### src/rtl/mult_pkg.sv
// Shared constants and FSM encoding for the multiplier arbiter.
package mult_pkg;
  localparam int DEF_NUM_REQ = 4;
  localparam int DEF_WIDTH   = 8;

  typedef enum logic [1:0] {
    IDLE      = 2'd0,
    ISSUE     = 2'd1,
    WAIT_MULT = 2'd2,
    DELIVER   = 2'd3
  } state_t;
endpackage

### src/rtl/asmd_mult.sv
// Sequential shift-add multiplier: one partial product per cycle, WIDTH cycles.
// o_ready is high whenever no product is being computed; o_r holds the last
// product until the next start.
module asmd_mult
  import mult_pkg::*;
#(
  parameter int WIDTH = DEF_WIDTH
) (
  input  logic               clk,
  input  logic               rst,
  input  logic               i_start,
  input  logic [WIDTH-1:0]   i_a,
  input  logic [WIDTH-1:0]   i_b,
  output logic               o_ready,
  output logic [2*WIDTH-1:0] o_r
);
  localparam int CW = $clog2(WIDTH + 1);

  logic               r_busy;
  logic [CW-1:0]      r_cnt;
  logic [2*WIDTH-1:0] r_acc;
  logic [2*WIDTH-1:0] r_mcand;
  logic [WIDTH-1:0]   r_mplier;

  // Load operands on start, then add-and-shift until the count runs out.
  always_ff @(posedge clk or posedge rst) begin
    if (rst) begin
      r_busy   <= 1'b0;
      r_cnt    <= '0;
      r_acc    <= '0;
      r_mcand  <= '0;
      r_mplier <= '0;
    end else if (i_start && !r_busy) begin
      r_busy   <= 1'b1;
      r_cnt    <= CW'(WIDTH);
      r_acc    <= '0;
      r_mcand  <= {{WIDTH{1'b0}}, i_a};
      r_mplier <= i_b;
    end else if (r_busy) begin
      if (r_mplier[0]) r_acc <= r_acc + r_mcand;
      r_mcand  <= r_mcand << 1;
      r_mplier <= r_mplier >> 1;
      r_cnt    <= r_cnt - 1'b1;
      if (r_cnt == CW'(1)) r_busy <= 1'b0;
    end
  end

  assign o_ready = !r_busy;
  assign o_r     = r_acc;
endmodule

### src/rtl/mult_arbiter.sv
// Round-robin arbiter sharing one sequential multiplier among NUM_REQ
// requesters. Operands are captured at grant so the product in flight is
// immune to later input changes.
module mult_arbiter
  import mult_pkg::*;
#(
  parameter int NUM_REQ = DEF_NUM_REQ,
  parameter int WIDTH   = DEF_WIDTH
) (
  input  logic                       clk,
  input  logic                       rst,
  input  logic [NUM_REQ-1:0]         req,
  input  logic [NUM_REQ*WIDTH-1:0]   a_in,
  input  logic [NUM_REQ*WIDTH-1:0]   b_in,
  output logic [NUM_REQ-1:0]         ack,
  output logic [2*WIDTH-1:0]         result,
  output logic [$clog2(NUM_REQ)-1:0] result_id,
  output logic                       busy
);
  localparam int IDW = $clog2(NUM_REQ);

  state_t             r_state;
  logic [IDW-1:0]     r_rr_ptr;
  logic [IDW-1:0]     r_id;
  logic [WIDTH-1:0]   r_a;
  logic [WIDTH-1:0]   r_b;
  logic               r_first;

  logic               w_found;
  logic [IDW-1:0]     w_grant;
  logic [IDW-1:0]     w_next_ptr;
  int                 w_idx;
  logic               w_start;
  logic               w_mready;
  logic [2*WIDTH-1:0] w_mr;

  // Search from rr_ptr upward with wrap; first active request wins.
  always_comb begin
    w_found = 1'b0;
    w_grant = '0;
    w_idx   = 0;
    for (int k = 0; k < NUM_REQ; k++) begin
      w_idx = int'(r_rr_ptr) + k;
      if (w_idx >= NUM_REQ) w_idx = w_idx - NUM_REQ;
      if (!w_found && req[w_idx]) begin
        w_found = 1'b1;
        w_grant = IDW'(w_idx);
      end
    end
  end

  assign w_next_ptr = (w_grant == IDW'(NUM_REQ - 1)) ? '0 : w_grant + 1'b1;

  // Grant, issue, wait for the multiplier, deliver; operands latched at grant.
  always_ff @(posedge clk or posedge rst) begin
    if (rst) begin
      r_state  <= IDLE;
      r_rr_ptr <= '0;
      r_id     <= '0;
      r_a      <= '0;
      r_b      <= '0;
      r_first  <= 1'b0;
    end else begin
      case (r_state)
        IDLE: begin
          if (w_found && w_mready) begin
            r_id     <= w_grant;
            r_a      <= a_in[w_grant*WIDTH +: WIDTH];
            r_b      <= b_in[w_grant*WIDTH +: WIDTH];
            r_rr_ptr <= w_next_ptr;
            r_state  <= ISSUE;
          end
        end
        ISSUE: begin
          r_first <= 1'b1;
          r_state <= WAIT_MULT;
        end
        WAIT_MULT: begin
          // ready may still read as idle in the cycle right after start
          r_first <= 1'b0;
          if (!r_first && w_mready) r_state <= DELIVER;
        end
        default: r_state <= IDLE;
      endcase
    end
  end

  assign w_start = (r_state == ISSUE);

  asmd_mult #(.WIDTH(WIDTH)) u_asmd_mult (
    .clk     (clk),
    .rst     (rst),
    .i_start (w_start),
    .i_a     (r_a),
    .i_b     (r_b),
    .o_ready (w_mready),
    .o_r     (w_mr)
  );

  // Outputs are qualified by DELIVER so they read zero whenever ack is low.
  always_comb begin
    for (int i = 0; i < NUM_REQ; i++)
      ack[i] = (r_state == DELIVER) && (r_id == IDW'(i));
    result    = (r_state == DELIVER) ? w_mr : '0;
    result_id = (r_state == DELIVER) ? r_id : '0;
  end

  assign busy = (r_state != IDLE);
endmodule

### config.mk
export PLATFORM = sky130hd
export DESIGN_NAME = mult_arbiter
export DESIGN_NICKNAME = d
export VERILOG_FILES = /design/src/rtl/mult_pkg.sv /design/src/rtl/asmd_mult.sv /design/src/rtl/mult_arbiter.sv
export SDC_FILE = /design/constraint.sdc
export NUM_CORES = 1
export LEC_CHECK = 0
export ABC_AREA = 1
export CAP_MARGIN = 20
export CORE_ASPECT_RATIO = 1.2
export CORE_UTILIZATION = 45
export CTS_BUF_LIST = sky130_fd_sc_hd__clkbuf_16
export CTS_CLUSTER_SIZE = 20
export DETAILED_ROUTE_END_ITERATION = 7
export PLACE_DENSITY = 0.84
export SLEW_MARGIN = 0
export SYNTH_ARGS = -nofsm -noshare
export SYNTH_HDL_FRONTEND = slang
export SYNTH_SLANG_ARGS = --single-unit
### constraint.sdc
create_clock -name clk -period 2.1 [get_ports clk]
set_input_delay 0.42 -clock clk [delete_from_list [all_inputs] [get_ports clk]]
set_output_delay 0.42 -clock clk [all_outputs]
set_load 0.01 [all_outputs]
Yosys cells after proc, flatten, opt, wreduce, memory -nomap -nowiden --
Cells that the tools add are included.
Operators by class: $add $sub $neg 10, order comparisons 8, equality and inequality tests 10, shifts and indexed selects 2, mux-type cells 43, reductions and logical operators 24
Operator list (number):
- $lt A32 B4 Y1 const B | 4
- $mux W32 | 4
- $mux W16 | 6
- $shiftx A32 B6 Y8 | 2
- $add A16 B16 Y16 | 1
- $mux W2 | 8
- $mux W8 | 2
- $mux W1 | 15
- $sub A3 B3 Y4 const B | 3
- $eq A2 B2 Y1 const B | 5
- $logic_and A1 B1 Y1 | 10
- $ge A3 B3 Y1 const B | 3
- $bmux W1 S2 | 4
- $mux W4 | 2
- $reduce_bool A2 Y1 | 4
- $add A2 B2 Y3 const B | 2
- $pmux W2 S3 | 1
- $reduce_and A2 Y1 | 3
- $logic_not A1 Y1 | 5
- $eq A2 B1 Y1 const B | 2
- $eq A4 B1 Y1 const B | 1
- $logic_not A2 Y1 | 2
- $ne A2 B2 Y1 const B | 2
- $sub A2 B3 Y4 const B | 1
- other kinds (5) | 5
Storage, ports and cells: bits in registers 68, output and inout bits 23, logic and storage cells 108

Longest topological paths before layout --
Gate-level depths: netlist of run 1.
depth in word-level cells 18, mapped depth 16

Cells and area by module --
From an unflattened synthesis of run 1, not the netlist that was laid out.
Unflattened totals: cells, all modules 738, area, all modules 4952.2 sq um
By module, submodules not included:
- asmd_mult | times used 1, cells an instance 371, area an instance 2771.4 sq um
- mult_arbiter | times used 1, cells an instance 367, area an instance 2180.8 sq um

Worst setup path after synthesis of run 1 --
OpenSTA, ideal clock, no wires.
kind reg-to-reg, start point register u_asmd_mult.r_mcand[0], end point register u_asmd_mult.r_acc[10], in the netlist u_asmd_mult.o_r[10], setup time 0.083 ns, data arrival time 1.826 ns, path slack 0.191 ns, stages on the path, launching flop included 16, buffers on the path 0, period minus slack after synthesis 1.909 ns, cells stage by stage dfrtp_1 > ha_1 > fa_1 > nand2_1 > nand2_1 > nand2_1 > nand2_1 > inv_1 > o21ai_0 > nand2_1 > nand2_1 > nand2_1 > nand2_1 > nand2_1 > nand2_1 > o21ai_0
Between the ends: longest elaborated chain between the ends 4
Ends and longest elaborated chain:
- start, declared | RTL line asmd_mult.sv:22 | logic [2*WIDTH-1:0] r_mcand;
- start signal, assigned | RTL line asmd_mult.sv:37 | r_mcand <= {{WIDTH{1'b0}}, i_a};
- start signal, assigned | RTL line asmd_mult.sv:41 | r_mcand <= r_mcand << 1;
- $add A16 B16 Y16 | RTL line asmd_mult.sv:40 | if (r_mplier[0]) r_acc <= r_acc + r_mcand;
- $mux W16 | RTL line asmd_mult.sv:40
- $mux W16 | RTL line asmd_mult.sv:39 | end else if (r_busy) begin
- $mux W16 | RTL line asmd_mult.sv:33 | end else if (i_start && !r_busy) begin
- end signal, assigned | RTL line asmd_mult.sv:40
- end, declared | RTL line asmd_mult.sv:21 | logic [2*WIDTH-1:0] r_acc;
No other way between the ends. The select of a mux whose other input is x is not followed. A chain may end at the register's enable or synchronous reset.

Final worst setup path of run 1 --
start point register r_rr_ptr[0], end point register r_a[1]
Between the ends: longest elaborated chain between the ends 17, elaborated cells on any way between the ends 44
Ends and longest elaborated chain:
- start, declared | RTL line mult_arbiter.sv:23 | logic [IDW-1:0] r_rr_ptr;
- start signal, assigned | RTL line mult_arbiter.sv:70 | r_rr_ptr <= w_next_ptr;
- branches (longest 17 deep; another with $sub A3 B3 Y4)
- end signal, assigned | RTL line mult_arbiter.sv:68 | r_a <= a_in[w_grant*WIDTH +: WIDTH];
- end, declared | RTL line mult_arbiter.sv:25 | logic [WIDTH-1:0] r_a;
Parallel ways; which one is timed is not known. The select of a mux whose other input is x is not followed.

==> flow_metrics.env, run 1 <==
export IMPL_stdcell_area_um2=6720
export IMPL_synth_cells=683
export IMPL_worst_slew_pin_slew_ns=0.515
export IMPL_tns_ns=-0.394
export IMPL_die_area_um2=10700
export IMPL_cts_tree="yes"
export IMPL_ys_types=35
export IMPL_crit_arrival_ns=2.44
export IMPL_grt_antenna_before_repair=0
export IMPL_initial_core_util_pct=46.1
export IMPL_die_w_um=94.5
export IMPL_startpoint_type="register"
export IMPL_synth_async_reset_ratio_pct=100
export IMPL_yosysSeqAreaShare_pct=36.9
export IMPL_synthFlopType="dfrtp_1"
export IMPL_cts_num_sinks=68
export IMPL_hpwlAfterDp_um=8580
export IMPL_fin_nets=902
export IMPL_power_density_nw_per_um2=1630
export IMPL_hold_ws_ns=0.448
export IMPL_post_route_min_period_ns=2.17
export IMPL_cts_buffers=9
export IMPL_finalCritPeriodShare_pct=103
export IMPL_core_um2=10000
export IMPL_placed_area_um2=5870
export IMPL_wl_per_cell_um=14.3
export IMPL_grt_ovfl_total=0
export IMPL_drtPass1Iterations=5
export IMPL_drive_gt1_share_pct=18.5
export IMPL_skew_ns=0.00789
export IMPL_grt_pass1_wl_um=20000
export IMPL_clk_pin_slew_ns=0.06
export IMPL_synth_most_common_cell="nand2_1"
export IMPL_cts_root_buf="clkbuf_16"
export IMPL_syn_nets=775
export IMPL_status="finished, violations left"
export IMPL_min_path_type="in -> async"
export IMPL_power_mw=10.9
export IMPL_io_pins=93
export IMPL_ctsHoldBuffers=0
export IMPL_vdd_drop_max_mv=1.10
export IMPL_gp_congestion=0.918
export IMPL_hold_viol=0
export IMPL_violations="negative setup slack"
export IMPL_htree_levels=3
export IMPL_cp_end_kind="register"
export IMPL_placed_cells=907
export IMPL_yosys_warnings=0
export IMPL_finalSetupViolations=14
export IMPL_synth_area_leaders="dfrtp_1 (37%), nand2_1 (22%), inv_1 (7.9%), nand3_1 (6.7%), ha_1 (5.7%)"
export IMPL_io_buffers=92
export IMPL_ys_seq_elements=68
export IMPL_num_vias=5007
export IMPL_worstSetupPathType="reg -> reg"
export IMPL_met3_length_um=739
export IMPL_drtIter0Drc=238
export IMPL_critPathMaxFanout=7
export IMPL_dpl_worst_slack_ns=-0.167
export IMPL_finalWorstSetupSlack_ns=-0.0695
export IMPL_vias_per_cell=5.32
export IMPL_cp_cell_sequence="clkinv_4 -> buf_6 -> nand2_4 -> nand2_2 -> nand2_2 -> nand2_2 -> nor2_4 -> buf_6 -> nand4_1 -> nand2_4 -> buf_6 -> nand3_1 -> nand2_1 -> nand2_1 -> nand2_1"
export IMPL_final_cells=941
export IMPL_syn_to_final_growth_pct=45.6
export IMPL_rows=40
export IMPL_p_leak_nw=3.71
export IMPL_synth_common_cells="nand2_1 (272), inv_1 (97), dfrtp_1 (68)"
export IMPL_first_global_vias=4658
export IMPL_wl_met2_um=6900
export IMPL_synth_top_area_share_pct=36.9
export IMPL_route_detailed_drc=0
export IMPL_postRouteAntennaNets=0
export IMPL_synth_edf_count=0
export IMPL_slew_limit_headroom_pct=65.7
export IMPL_yosys_area_top_type="dfrtp_1"
export IMPL_drv_cap=0
export IMPL_routed_wl_um=13500
export IMPL_grt_usage_pct=23.1
export IMPL_required_ns=2.37
export IMPL_grt_start_max_net_pins=34
export IMPL_clkLatencyLatePin_ns=0.33
export IMPL_synth_area_um2=4620
export IMPL_clock_path_buffers=2
export IMPL_max_freq_mhz=461
export IMPL_final_util_pct=67.1
export IMPL_top_layer="met4"
export IMPL_diodes=0
export IMPL_syn_avg_cell_area_um2=6.76
export IMPL_crit_path_top_delay_cell="dfrtp_2"
export IMPL_maxSlewViolCount=0
export IMPL_critPathMaxStageDelay_ns=0.47
export IMPL_met1_length_um=5360
export IMPL_die_h_um=113
export IMPL_rsz0062_at_grt="yes"
worst max-delay path: cells and delay by family, from the launching register on:
family                 cells  cell delay, ns
AND/OR/NAND/NOR           11            1.11
buffers and inverters      4            0.53
flip-flops                 1            0.47
routing by layer:
layer	vias to the layer above	track usage, %
met3	49	3.90
met2	212	40.9
met5	-	0
met4	0	8.08
met1	2324	28.1
li1	2422	-
cells in the final DEF (no fill, tap or decap), types with 4 or more instances in the layout:
cell type	n
o221ai_1	4
buf_4	30
dlymetal6s2s_1	7
o211ai_1	9
nand3_2	16
dfrtp_1	66
clkinv_1	4
inv_1	94
o22ai_1	8
clkbuf_16	15
clkdlybuf4s50_1	70
o21ai_0	30
nand2_1	228
buf_6	7
clkinv_4	4
nand3_1	44
nand2_4	6
nor2_1	20
nand2_2	45
a21oi_1	24
nand3_4	7
dlygate4sd2_1	15
buf_12	6
ha_1	19
cell families after synthesis:
group / synth area share, %
simple gates: 33.6
buf+inv: 11.3
compound gates: 11.9
flops: 36.9
fa+ha+maj: 6.12
xor+xnor: 0.190
cell type report:
class                           instances  area (um2)
Fill cell                             756        3290
Multi-Input combinational cell        488        2700
Sequential cell                        68        1700
Timing Repair Buffer                  141        1490
Inverter                              102         399
Clock buffer                            9         225
Tap cell                              126         158
Clock inverter                          7        43.8
final timing paths:
path,from,slack [ns],cells past startpoint,endpoint
setup reg to reg,r_rr_ptr[0],-0.07,15,r_a[1]
hold reg to reg,r_b[4],0.48,2,r_b[4]
hold / removal,rst,0.45,2,u_asmd_mult.o_r[7]
setup / recovery,r_rr_ptr[0],-0.07,15,r_a[1]
max in group asynchronous,rst,1.18,3,r_rr_ptr[1]
min in group clk,r_b[4],0.48,2,r_b[4]
state kept, by name (all words and copies together), names as in the netlist:
register / cells
u_asmd_mult.r_mcand: 16
r_a: 8
u_asmd_mult.o_r: 16
u_asmd_mult.r_cnt: 4
r_first: 1
u_asmd_mult.r_mplier: 8
r_id: 2
r_b: 8
u_asmd_mult.r_busy: 1
r_state: 2
r_rr_ptr: 2
power by group:
part           internal [mW]  switching [mW]  leakage, nW
Sequential              1.85           0.452        0.877
Combinational           3.11            4.16         2.70
Clock                  0.791           0.563        0.134
Total                   5.75            5.18         3.71
timing repair:
action | CTS | global route
setup endpoints to repair | 25 | 31
setup buffers | 3 | 8
pin swaps | 1 | 57
resized for setup | 19 | 104
cloned | 0 | 7
(Power assumes the default switching activity.)
==> run 2: changes to the inputs <==
--- a/config.mk
+++ b/config.mk
@@ -8,11 +8,11 @@
 export ABC_AREA = 1
 export CAP_MARGIN = 20
 export CORE_ASPECT_RATIO = 1.2
-export CORE_UTILIZATION = 45
+export CORE_UTILIZATION = 47
 export CTS_BUF_LIST = sky130_fd_sc_hd__clkbuf_16
 export CTS_CLUSTER_SIZE = 20
 export DETAILED_ROUTE_END_ITERATION = 7
-export PLACE_DENSITY = 0.84
+export PLACE_DENSITY = 0.87
 export SLEW_MARGIN = 0
 export SYNTH_ARGS = -nofsm -noshare
 export SYNTH_HDL_FRONTEND = slang
==> run 2 against run 1 <==
The flow now finishes without violations. Fmax increased by 7.0%. Sequential share of layout area increased by 1.4 points. Critical path type is now reg -> out. Via count decreased by 2.8%. Cell count decreased by 1.5%. First-iteration DRC count increased by 21%.
==> flow_metrics.env, run 2 (same netlist as run 1, synthesis figures left out) <==
export IMPL_grt_start_max_net_pins=34
export IMPL_hold_viol=0
export IMPL_route_detailed_drc=0
export IMPL_max_freq_mhz=493
export IMPL_top_layer="met4"
export IMPL_finalSetupViolations=0
export IMPL_cts_buffers=9
export IMPL_pwr_share_comb_pct=61.7
export IMPL_drtIter0Drc=287
export IMPL_drv_cap=0
export IMPL_tns_ns=0
export IMPL_cp_startpoint="r_state[0]"
export IMPL_first_global_vias=4787
export IMPL_final_common_cell="nand2_1"
export IMPL_grt_usage_pct=25.0
export IMPL_wl_met2_um=6390
export IMPL_cts_num_sinks=68
export IMPL_slew_limit_headroom_pct=61.7
export IMPL_cts_tree="yes"
export IMPL_endpoint="ack[2]"
export IMPL_wl_per_cell_um=13.5
export IMPL_rrSetupSlack_ns=0.08
export IMPL_worstSetupPathType="reg -> out"
export IMPL_die_h_um=111
export IMPL_p_leak_nw=3.72
export IMPL_worst_slew_pin_slew_ns=0.573
export IMPL_critPathMaxFanout=4
export IMPL_min_path_type="reg -> reg"
export IMPL_num_vias=4865
export IMPL_gp_congestion=0.905
export IMPL_cp_end_kind="primary output"
export IMPL_io_buffers=92
export IMPL_post_route_min_period_ns=2.03
export IMPL_vdd_drop_max_mv=1.16
export IMPL_vias_per_cell=5.25
export IMPL_pwr_share_seq_pct=24.5
export IMPL_power_density_nw_per_um2=1470
export IMPL_syn_to_final_growth_pct=37.8
export IMPL_grt_ovfl_total=0
export IMPL_final_cell_mix="nand2_1 (266), inv_1 (96), clkdlybuf4s50_1 (72)"
export IMPL_core_um2=9520
export IMPL_required_ns=1.68
export IMPL_clkLatencyLatePin_ns=0.33
export IMPL_cts_root_buf="clkbuf_16"
export IMPL_finalCritPeriodShare_pct=96.6
export IMPL_met1_length_um=5150
export IMPL_rows=39
export IMPL_grt_antenna_before_repair=0
export IMPL_startpoint_type="register"
export IMPL_rsz0062_at_grt="yes"
export IMPL_reg2regPathDepth=15
export IMPL_power_switching_mw=4.29
export IMPL_regToRegEndpoint="u_asmd_mult.o_r[10]"
export IMPL_drive_gt1_share_pct=10.2
export IMPL_io_pins=93
export IMPL_power_frac_clock_pct=13.8
export IMPL_internal_power_mw=5.09
export IMPL_routed_wl_um=12500
export IMPL_clk_pin_slew_ns=0.06
export IMPL_hpwlAfterDp_um=9090
export IMPL_initial_core_util_pct=48.5
export IMPL_grt_pass1_wl_um=20800
export IMPL_hold_ws_ns=0.478
export IMPL_die_w_um=92.5
export IMPL_diodes=0
export IMPL_r2r_start="u_asmd_mult.r_mcand[0]"
export IMPL_maxSlewViolCount=0
export IMPL_status="finished clean"
export IMPL_met3_length_um=730
export IMPL_crit_arrival_ns=1.61
export IMPL_htree_levels=3
export IMPL_drtPass1Iterations=5
export IMPL_fin_nets=893
export IMPL_clock_path_buffers=2
export IMPL_skew_ns=0.00833
export IMPL_switching_share_pct=45.8
export IMPL_die_area_um2=10200
export IMPL_postRouteAntennaNets=0
-- run 2: repair_timing --
action | in CTS | in global routing
setup buffers | 2 | 4
gates cloned | 0 | 3
hold buffers | 0 | 0
setup endpoints to repair | 25 | 47
pin swaps | 0 | 6
resized for setup | 6 | 36
-- run 2: cell type report --
type	count	area (um2)
Clock buffer	9	225
Clock inverter	5	22.5
Fill cell	795	3150
Inverter	102	392
Multi-Input combinational cell	488	2440
Sequential cell	68	1700
Tap cell	123	154
Timing Repair Buffer	132	1420
-- run 2: per-layer routing --
layer	up-vias	track usage, %
met3	31	3.65
met5	-	0
met1	2228	30.4
li1	2406	-
met4	0	9.90
met2	200	43.8
-- run 2: critical path, stage by stage (launching register included) --
cell	delay (ns)
dfrtp_1	0.38
ha_4	0.18
nand2_1	0.07
nor2_1	0.10
clkdlybuf4s50_1	0.55
-- run 2: worst min path at each step --
stage                       from     end  slack (ns)  depth (start not counted)
after floorplan           r_a[0]  r_a[0]        0.45                          2
after global placement    r_a[7]  r_a[7]        0.46                          2
after detailed placement  r_b[4]  r_b[4]        0.47                          2
after CTS                 r_b[4]  r_b[4]        0.48                          2
after global routing      r_a[6]  r_a[6]        0.50                          2
final                     r_b[4]  r_b[4]        0.48                          2
-- run 2: per-stage QoR --
step                      setup WS [ns]  instance area (um2)  power, mW  instances  utilization (%)
after CTS                      0.000784                 6170       8.80        920             64.8
final                            0.0717                 6360       9.38        927             66.9
after floorplan                   0.191                 4620       5.87        683                -
after global placement          -0.0943                 5890       7.24        904             61.9
after detailed placement         -0.159                 5890       7.43        904             61.9
after global routing            -0.0509                 6360       10.2        927             66.9
-- run 2: power by group through the flow --
| stage | Clock [mW] | Combinational (mW) | Sequential (mW) |
|---|---|---|---|
| floorplan | 0 | 3.73 | 2.14 |
| global placement | 0 | 4.98 | 2.26 |
| detailed placement | 0 | 5.14 | 2.28 |
| CTS | 1.31 | 5.21 | 2.28 |
| global route | 1.38 | 6.47 | 2.35 |
| finish | 1.30 | 5.79 | 2.30 |
==> run 3: changes to the inputs <==
--- a/config.mk
+++ b/config.mk
@@ -13,7 +13,7 @@
 export CTS_CLUSTER_SIZE = 20
 export DETAILED_ROUTE_END_ITERATION = 7
 export PLACE_DENSITY = 0.87
-export SLEW_MARGIN = 0
+export SLEW_MARGIN = 20
 export SYNTH_ARGS = -nofsm -noshare
 export SYNTH_HDL_FRONTEND = slang
 export SYNTH_SLANG_ARGS = --single-unit
==> results of run 3 <==
The final DEF is identical to that of run 2; final timing and power are the same.
